==> src/rtl/ysyx_22050078_wb_arbiter_pkg.sv <==
// Shared constants and types for the register-file write-back controller.
package ysyx_22050078_wb_arbiter_pkg;

    localparam int WB_ADDR_WIDTH = 5;
    localparam int WB_DATA_WIDTH = 64;
    localparam int WB_NUM_REGS   = 32;

    localparam logic [WB_DATA_WIDTH-1:0] ysyx_22050078_zero_word = '0;

    // Requester indices: EXU is producer 0, LSU is producer 1.
    typedef enum logic {
        REQ_EXU = 1'b0,
        REQ_LSU = 1'b1
    } req_sel_e;

endpackage

==> src/rtl/ysyx_22050078_wb_arbiter_if.sv <==
// Bus bundle between decode/producers and the write-back controller.
// The slave modport is the controller's view, master is the surrounding pipeline.
interface ysyx_22050078_wb_arbiter_if
    import ysyx_22050078_wb_arbiter_pkg::*;
#(
    parameter int ADDR_WIDTH = WB_ADDR_WIDTH,
    parameter int DATA_WIDTH = WB_DATA_WIDTH
);

    logic                  issue_valid;
    logic [ADDR_WIDTH-1:0] issue_rd;
    logic                  issue_ready;
    logic [ADDR_WIDTH-1:0] rs1_addr;
    logic [ADDR_WIDTH-1:0] rs2_addr;
    logic                  rs1_busy;
    logic                  rs2_busy;

    logic                  req0_valid;
    logic [ADDR_WIDTH-1:0] req0_addr;
    logic [DATA_WIDTH-1:0] req0_data;
    logic                  req0_ready;

    logic                  req1_valid;
    logic [ADDR_WIDTH-1:0] req1_addr;
    logic [DATA_WIDTH-1:0] req1_data;
    logic                  req1_ready;

    logic                  w_en;
    logic [ADDR_WIDTH-1:0] wr_addr;
    logic [DATA_WIDTH-1:0] wr_data;

    modport slave (
        input  issue_valid, issue_rd, rs1_addr, rs2_addr,
        input  req0_valid, req0_addr, req0_data,
        input  req1_valid, req1_addr, req1_data,
        output issue_ready, rs1_busy, rs2_busy,
        output req0_ready, req1_ready,
        output w_en, wr_addr, wr_data
    );

    modport master (
        output issue_valid, issue_rd, rs1_addr, rs2_addr,
        output req0_valid, req0_addr, req0_data,
        output req1_valid, req1_addr, req1_data,
        input  issue_ready, rs1_busy, rs2_busy,
        input  req0_ready, req1_ready,
        input  w_en, wr_addr, wr_data
    );

endinterface

==> src/rtl/ysyx_22050078_scoreboard.sv <==
// Pending-write scoreboard: one bit per architectural register, set on issue
// and cleared when the register-file write actually happens. x0 never tracks.
module ysyx_22050078_scoreboard
    import ysyx_22050078_wb_arbiter_pkg::*;
#(
    parameter int ADDR_WIDTH = WB_ADDR_WIDTH,
    parameter int NUM_REGS   = WB_NUM_REGS
) (
    input  logic                  clk,
    input  logic                  rst_n,
    input  logic                  issue_valid_i,
    input  logic [ADDR_WIDTH-1:0] issue_rd_i,
    output logic                  issue_ready_o,
    input  logic [ADDR_WIDTH-1:0] rs1_addr_i,
    input  logic [ADDR_WIDTH-1:0] rs2_addr_i,
    output logic                  rs1_busy_o,
    output logic                  rs2_busy_o,
    input  logic                  clr_en_i,
    input  logic [ADDR_WIDTH-1:0] clr_addr_i
);

    logic [NUM_REGS-1:0] pending_q;
    logic [NUM_REGS-1:0] pending_d;
    logic                set_en;

    // Lookups: a second writer to a pending rd stalls, sources report busy.
    always_comb begin
        issue_ready_o = !((issue_rd_i != '0) && pending_q[issue_rd_i]);
        rs1_busy_o    = (rs1_addr_i != '0) && pending_q[rs1_addr_i];
        rs2_busy_o    = (rs2_addr_i != '0) && pending_q[rs2_addr_i];
        set_en        = issue_valid_i && issue_ready_o && (issue_rd_i != '0);
    end

    // Next pending vector: clear first so a same-index set takes precedence.
    always_comb begin
        pending_d = pending_q;
        if (clr_en_i && (clr_addr_i != '0)) begin
            pending_d[clr_addr_i] = 1'b0;
        end
        if (set_en) begin
            pending_d[issue_rd_i] = 1'b1;
        end
    end

    // Pending vector register, wiped by reset.
    always_ff @(posedge clk or negedge rst_n) begin
        if (!rst_n) begin
            pending_q <= '0;
        end else begin
            pending_q <= pending_d;
        end
    end

endmodule

==> src/rtl/ysyx_22050078_wb_arbiter.sv <==
// Write-back controller: arbitrates the single register-file write port between
// the EXU (req0) and LSU (req1), registers the winning write for one cycle, and
// owns the pending-write scoreboard used by decode for hazard detection.
// Build option YSYX_22050078_WB_RR_EN selects round-robin arbitration; without
// it the LSU always wins so a load is never held behind streaming ALU results.
module ysyx_22050078_wb_arbiter
    import ysyx_22050078_wb_arbiter_pkg::*;
#(
    parameter int ADDR_WIDTH = WB_ADDR_WIDTH,
    parameter int DATA_WIDTH = WB_DATA_WIDTH,
    parameter int NUM_REGS   = WB_NUM_REGS
) (
    input  logic                           clk,
    input  logic                           rst_n,
    ysyx_22050078_wb_arbiter_if.slave      bus
);

    logic                  gnt0;
    logic                  gnt1;
    logic                  any_gnt;
    logic [ADDR_WIDTH-1:0] gnt_addr;
    logic [DATA_WIDTH-1:0] gnt_data;

    logic                  w_en_q,    w_en_d;
    logic [ADDR_WIDTH-1:0] wr_addr_q, wr_addr_d;
    logic [DATA_WIDTH-1:0] wr_data_q, wr_data_d;

`ifdef YSYX_22050078_WB_RR_EN
    req_sel_e rr_ptr_q;
    req_sel_e rr_ptr_d;

    // Round-robin grant: pointer breaks ties, and always moves past the winner.
    always_comb begin
        gnt0     = 1'b0;
        gnt1     = 1'b0;
        rr_ptr_d = rr_ptr_q;
        if (bus.req0_valid && bus.req1_valid) begin
            if (rr_ptr_q == REQ_EXU) begin
                gnt0 = 1'b1;
            end else begin
                gnt1 = 1'b1;
            end
        end else begin
            gnt0 = bus.req0_valid;
            gnt1 = bus.req1_valid;
        end
        if (gnt0) begin
            rr_ptr_d = REQ_LSU;
        end else if (gnt1) begin
            rr_ptr_d = REQ_EXU;
        end
    end

    // Preferred-requester pointer, starting at the EXU.
    always_ff @(posedge clk or negedge rst_n) begin
        if (!rst_n) begin
            rr_ptr_q <= REQ_EXU;
        end else begin
            rr_ptr_q <= rr_ptr_d;
        end
    end
`else
    // Fixed-priority grant: LSU first, EXU only when the LSU is idle.
    always_comb begin
        gnt1 = bus.req1_valid;
        gnt0 = bus.req0_valid && !bus.req1_valid;
    end
`endif

    // Select the winning write; x0 handshakes complete but never write.
    always_comb begin
        any_gnt   = gnt0 || gnt1;
        gnt_addr  = gnt1 ? bus.req1_addr : bus.req0_addr;
        gnt_data  = gnt1 ? bus.req1_data : bus.req0_data;
        w_en_d    = any_gnt && (gnt_addr != '0);
        wr_addr_d = any_gnt ? gnt_addr : wr_addr_q;
        wr_data_d = any_gnt ? gnt_data : wr_data_q;
    end

    // One-cycle output stage towards the register file.
    always_ff @(posedge clk or negedge rst_n) begin
        if (!rst_n) begin
            w_en_q    <= 1'b0;
            wr_addr_q <= '0;
            wr_data_q <= ysyx_22050078_zero_word;
        end else begin
            w_en_q    <= w_en_d;
            wr_addr_q <= wr_addr_d;
            wr_data_q <= wr_data_d;
        end
    end

    assign bus.req0_ready = gnt0;
    assign bus.req1_ready = gnt1;
    assign bus.w_en       = w_en_q;
    assign bus.wr_addr    = wr_addr_q;
    assign bus.wr_data    = wr_data_q;

    ysyx_22050078_scoreboard #(
        .ADDR_WIDTH (ADDR_WIDTH),
        .NUM_REGS   (NUM_REGS)
    ) u_scoreboard (
        .clk           (clk),
        .rst_n         (rst_n),
        .issue_valid_i (bus.issue_valid),
        .issue_rd_i    (bus.issue_rd),
        .issue_ready_o (bus.issue_ready),
        .rs1_addr_i    (bus.rs1_addr),
        .rs2_addr_i    (bus.rs2_addr),
        .rs1_busy_o    (bus.rs1_busy),
        .rs2_busy_o    (bus.rs2_busy),
        .clr_en_i      (w_en_q),
        .clr_addr_i    (wr_addr_q)
    );

endmodule

==> src/flat_wrapper.sv <==
// flat-port wrapper written by rule: the top's interface ports become plain ports
module ysyx_22050078_wb_arbiter_flat import ysyx_22050078_wb_arbiter_pkg::*;
#(
    parameter int ADDR_WIDTH = WB_ADDR_WIDTH,
    parameter int DATA_WIDTH = WB_DATA_WIDTH,
    parameter int NUM_REGS   = WB_NUM_REGS
)
  (clk, rst_n, bus_issue_valid, bus_issue_rd, bus_rs1_addr, bus_rs2_addr, bus_req0_valid, bus_req0_addr, bus_req0_data, bus_req1_valid, bus_req1_addr, bus_req1_data, bus_issue_ready, bus_rs1_busy, bus_rs2_busy, bus_req0_ready, bus_req1_ready, bus_w_en, bus_wr_addr, bus_wr_data);
  ysyx_22050078_wb_arbiter_if #(.ADDR_WIDTH(ADDR_WIDTH), .DATA_WIDTH(DATA_WIDTH)) bus_i ();
  input  logic clk;
  input  logic rst_n;
  input wire logic [$bits(bus_i.issue_valid)-1:0] bus_issue_valid;
  input wire logic [$bits(bus_i.issue_rd)-1:0] bus_issue_rd;
  input wire logic [$bits(bus_i.rs1_addr)-1:0] bus_rs1_addr;
  input wire logic [$bits(bus_i.rs2_addr)-1:0] bus_rs2_addr;
  input wire logic [$bits(bus_i.req0_valid)-1:0] bus_req0_valid;
  input wire logic [$bits(bus_i.req0_addr)-1:0] bus_req0_addr;
  input wire logic [$bits(bus_i.req0_data)-1:0] bus_req0_data;
  input wire logic [$bits(bus_i.req1_valid)-1:0] bus_req1_valid;
  input wire logic [$bits(bus_i.req1_addr)-1:0] bus_req1_addr;
  input wire logic [$bits(bus_i.req1_data)-1:0] bus_req1_data;
  output wire logic [$bits(bus_i.issue_ready)-1:0] bus_issue_ready;
  output wire logic [$bits(bus_i.rs1_busy)-1:0] bus_rs1_busy;
  output wire logic [$bits(bus_i.rs2_busy)-1:0] bus_rs2_busy;
  output wire logic [$bits(bus_i.req0_ready)-1:0] bus_req0_ready;
  output wire logic [$bits(bus_i.req1_ready)-1:0] bus_req1_ready;
  output wire logic [$bits(bus_i.w_en)-1:0] bus_w_en;
  output wire logic [$bits(bus_i.wr_addr)-1:0] bus_wr_addr;
  output wire logic [$bits(bus_i.wr_data)-1:0] bus_wr_data;
  assign bus_i.issue_valid = bus_issue_valid;
  assign bus_i.issue_rd = bus_issue_rd;
  assign bus_i.rs1_addr = bus_rs1_addr;
  assign bus_i.rs2_addr = bus_rs2_addr;
  assign bus_i.req0_valid = bus_req0_valid;
  assign bus_i.req0_addr = bus_req0_addr;
  assign bus_i.req0_data = bus_req0_data;
  assign bus_i.req1_valid = bus_req1_valid;
  assign bus_i.req1_addr = bus_req1_addr;
  assign bus_i.req1_data = bus_req1_data;
  assign bus_issue_ready = bus_i.issue_ready;
  assign bus_rs1_busy = bus_i.rs1_busy;
  assign bus_rs2_busy = bus_i.rs2_busy;
  assign bus_req0_ready = bus_i.req0_ready;
  assign bus_req1_ready = bus_i.req1_ready;
  assign bus_w_en = bus_i.w_en;
  assign bus_wr_addr = bus_i.wr_addr;
  assign bus_wr_data = bus_i.wr_data;
  ysyx_22050078_wb_arbiter #(.ADDR_WIDTH(ADDR_WIDTH), .DATA_WIDTH(DATA_WIDTH), .NUM_REGS(NUM_REGS)) u_core (.clk(clk), .rst_n(rst_n), .bus(bus_i));
endmodule
==> config.mk <==
export PLATFORM = sky130hd
export DESIGN_NAME = ysyx_22050078_wb_arbiter_flat
export DESIGN_NICKNAME = d
export VERILOG_FILES = /design/src/rtl/ysyx_22050078_wb_arbiter_pkg.sv /design/src/rtl/ysyx_22050078_wb_arbiter_if.sv /design/src/rtl/ysyx_22050078_scoreboard.sv /design/src/rtl/ysyx_22050078_wb_arbiter.sv /design/src/flat_wrapper.sv
export SDC_FILE = /design/constraint.sdc
export NUM_CORES = 1
export LEC_CHECK = 0
export CORE_MARGIN = 10
export CORE_UTILIZATION = 39
export DETAILED_ROUTE_END_ITERATION = 10
export MAX_ROUTING_LAYER = met4
export PLACE_DENSITY = 0.78
export SLEW_MARGIN = 10
export SYNTH_ARGS = -nofsm -noshare
export SYNTH_HDL_FRONTEND = slang
export SYNTH_HIERARCHICAL = 1
export SYNTH_SLANG_ARGS = --single-unit
==> constraint.sdc <==
create_clock -name clk -period 3.6 [get_ports clk]
set_input_delay 1.08 -clock clk [delete_from_list [all_inputs] [get_ports clk]]
set_output_delay 1.08 -clock clk [all_outputs]
set_load 0.005 [all_outputs]
==> metrics.md <==
| Metric | Value |
|---|---|
| Filler Cell Count | `1118` |
| Reg clk slew, reported paths | `60 ps` |
| Synth top area cells | `dfrtp_1 48%, mux2i_1 14%, o21ai_0 12%` |
| Total grt overflow | `0` |
| Leading area contributor after synthesis | `dfrtp_1` |
| Gr usage total | `between 20% and 30%` |
| Clock buffer depth | `2` |
| Register area share after synthesis | `47.8%` |
| Post-synth EDFFs | `0` |
| First-pass GRT wire length | `30.0 mm` |
| Crit-path max FO | `8` |
| Number of global-route vias before repair | `5420` |
| Sum Neg Setup Slack | `-64.5 ps` |
| Routed len/inst | `between 20 and 25 µm` |
| Placement Cell Area | `roughly 8000 µm²` |
| Clk_lat worst skew | `350 ps` |
| Cell variety after synth | `26` |
| Crit Path Category | `in -> out` |
| Crit-path most repeated cell | `mux4_2` |
| Pre-Repair DR Iteration Count | `5` |
| Fin Clk Skew | `5.36 ps` |
| Initial antenna violation count | `0` |
| Outcome | `finished, violations left` |
| Hold Crit Class | `reg -> reg` |
| Critical R2R Capture | `u_core/u_scoreboard/pending_q[12]$_DFF_PN0_` |
| Die X | `137 µm` |
| Crit-path cells | `buf_12 -> mux4_2 -> mux4_2 -> mux2_4 -> buf_6` |
| Ys Warns | `6` |
| CP delay by family, top | `multiplexers` |
| Hold Buf Count CTS | `0` |
| Placed Cells | `881` |
| Ys flop type | `dfrtp_1` |
| Final WL | `19.6 mm` |
| Worst R2R Path Depth | `3` |
| Via density | `5.49` |
| Routed Antenna Nets | `0` |
| Synth cell count leaders | `131 x o21ai_0, 102 x dfrtp_1, 79 x nand2_1` |
| Final hold viol count | `0` |
| Initial Util | `40.0%` |
| Worst Max-Slew Pin Slew | `1170 ps` |
| # nets final | `just under 900` |
| Synth Register Bits | `102` |
| Final Non-Filler Cells | `902` |
| Largest net degree at the start of global routing | `140` |
| R2r setup slk | `about 1800 ps` |
| Cell area power density | `452 nW/µm²` |
| Worst hold endpoint | `u_core/u_scoreboard/pending_q[0]$_DFF_PN0_` |
| Critical Path AT | `2560 ps` |
| FP Rows | `42` |
| Post-Syn Instances | `around 490` |
| Clock Sinks | `slightly above 100` |
| Die ar. | `18800 µm²` |
| Max_slew headroom | `a little over a fifth` |
| Hold Crit Start | `u_core/u_scoreboard/pending_q[0]$_DFF_PN0_` |
| CP Buf/Inv Count | `2` |
| Share of layout cells above drive strength 1 | `about an eighth` |
| WHS Path Cells | `0` |
| Max-Cap Viols | `0` |
| Most frequent cell after synthesis | `o21ai_0` |
| Area fraction of the dominant cell type after synthesis | `47.8%` |
| Reg-to-Reg Start | `u_core/u_scoreboard/pending_q[15]$_DFF_PN0_` |
| Place WS | `-940 ps` |
| Area grow syn2layout | `53.7%` |
| Final Setup Violations | `2` |
| RD Place Congestion | `1.04` |
| Syn_area_per_cell | `about 11 µm²` |
| Syn nets | `649` |
| Ant diodes | `0` |
| Crit end category | `output port` |
| Fin Hold WS | `408 ps` |
| Die H | `about 140 µm` |
| Largest stage delay, worst path | `500 ps` |
| IO buf count | `232` |
| CTS buffer count | `9` |
| CP Launch Type | `primary input` |
| I/O pin total | `233` |
| Syn Std Cell Area | `5340 µm²` |
| Drt drc | `0` |
| Asr flop ratio synth | `100%` |
| Failing checks | `setup timing` |
| 1st-iter DRT viols | `448` |
| Post-route clock period utilization | `101%` |
| Final Critical Period | `3640 ps` |
| Design area | `8210 µm²` |
| H-tree depth reported by CTS | `3` |
| Slowest stage cell, crit path | `mux4_2` |
| Max Freq | `275 MHz` |
| PnR worst setup slack | `-35.7 ps` |
| Worst vdd ir | `0.000376 V` |
| Core Footprint | `around 13000 µm²` |
| Leakage | `3.44 nW` |
| CTS tree | `done` |
| RSZ-0062 raised after global routing | `true` |
| Max Slew Vio Count | `0` |
| Via count | `4954` |
| CTS root buf | `clkbuf_16` |
| DP HPWL | `14.9 mm` |
| Worst Path Required | `2520 ps` |
[stage by stage]
| stage | utilization, % | power, mW |
|---|---|---|
| 6_report | 61.5 | 3.71 |
| 5_1_grt | 61.5 | 3.89 |
| 4_1_cts | 61.6 | 3.72 |
| 3_5_place_dp | 58.7 | 2.73 |
| 3_3_place_gp | 58.7 | 2.69 |
| 2_1_floorplan | - | 2.09 |
[area by class of cell]
| cell class | instances | area, µm² | share of cell area [%] |
|---|---|---|---|
| well taps | 176 | 220 | 2.68 |
| repair buffers | 252 | 2530 | 30.8 |
| flip-flops and latches | 102 | 2550 | 31.1 |
| clock buffers | 12 | 267 | 3.25 |
| inverters | 1 | 3.75 | 0.0457 |
| clock inverters | 4 | 30.0 | 0.366 |
| multi-input cells | 355 | 2610 | 31.7 |
[sequential cells by signal, summed over array words and instances (netlist names)]
register and count:
u_core/bus.wr_data 64, u_core/bus.wr_addr 5, u_core/bus.w_en 1, u_core/u_scoreboard/pending_q 32
[cell usage in the layout (no fill, tap or decap), types with 2 or more instances in the layout]
cell	n
nor2_1	5
clkbuf_16	9
buf_4	17
clkbuf_8	3
nand2b_1	3
o31ai_2	2
clkdlybuf4s50_1	219
nand3b_1	8
nand3_1	4
nand2_1	79
or4_1	3
o21ai_1	2
clkbuf_2	3
dfrtp_1	102
mux2i_1	75
or3_1	3
clkinv_4	2
mux2_4	2
o21ai_0	131
or3b_2	5
buf_6	5
mux4_2	25
mux2_2	2
buf_12	4
[how the worst max path moves through the flow]
stage	from	endpoint	slack [ps]	cells past startpoint
CTS	bus_rs1_addr[0]	bus_rs1_busy	-120	6
finish	bus_rs1_addr[0]	bus_rs1_busy	-40	5
global route	bus_issue_rd[2]	bus_issue_ready	-80	6
global placement	bus_rs1_addr[0]	bus_rs1_busy	-910	6
detailed placement	bus_rs1_addr[0]	bus_rs1_busy	-940	6
floorplan	bus_rs1_addr[0]	bus_rs1_busy	50	4
[per-layer routing]
layer / GRT usage, % / share of wire, % / up-vias
li1: - / - / 2247
met1: 23.7 / 37 / 2412
met2: 33.6 / 50 / 259
met3: 9.35 / 11 / 36
met4: 7.03 / 2.2 / 0
met5: - / 0 / -
[where the power goes]
part | leakage [nW] | internal, mW | switching, mW
Sequential | 1.22 | 1.37 | 0.287
Clock | 0.145 | 0.527 | 0.438
Combinational | 2.07 | 0.689 | 0.403
[what timing repair did]
action,4_1_cts,5_1_grt
setup endpoints to repair,3,3
gates resized for setup,42,14
cloned,3,0
buffers inserted,4,0
pin swaps,3,2
[cells by family after synthesis]
kind of cell | synth area share (%)
simple gates | 9.93
mux | 25.4
compound gates | 13.0
flops | 47.8
buf+inv | 3.84
Power figures use the tool's default switching activity.
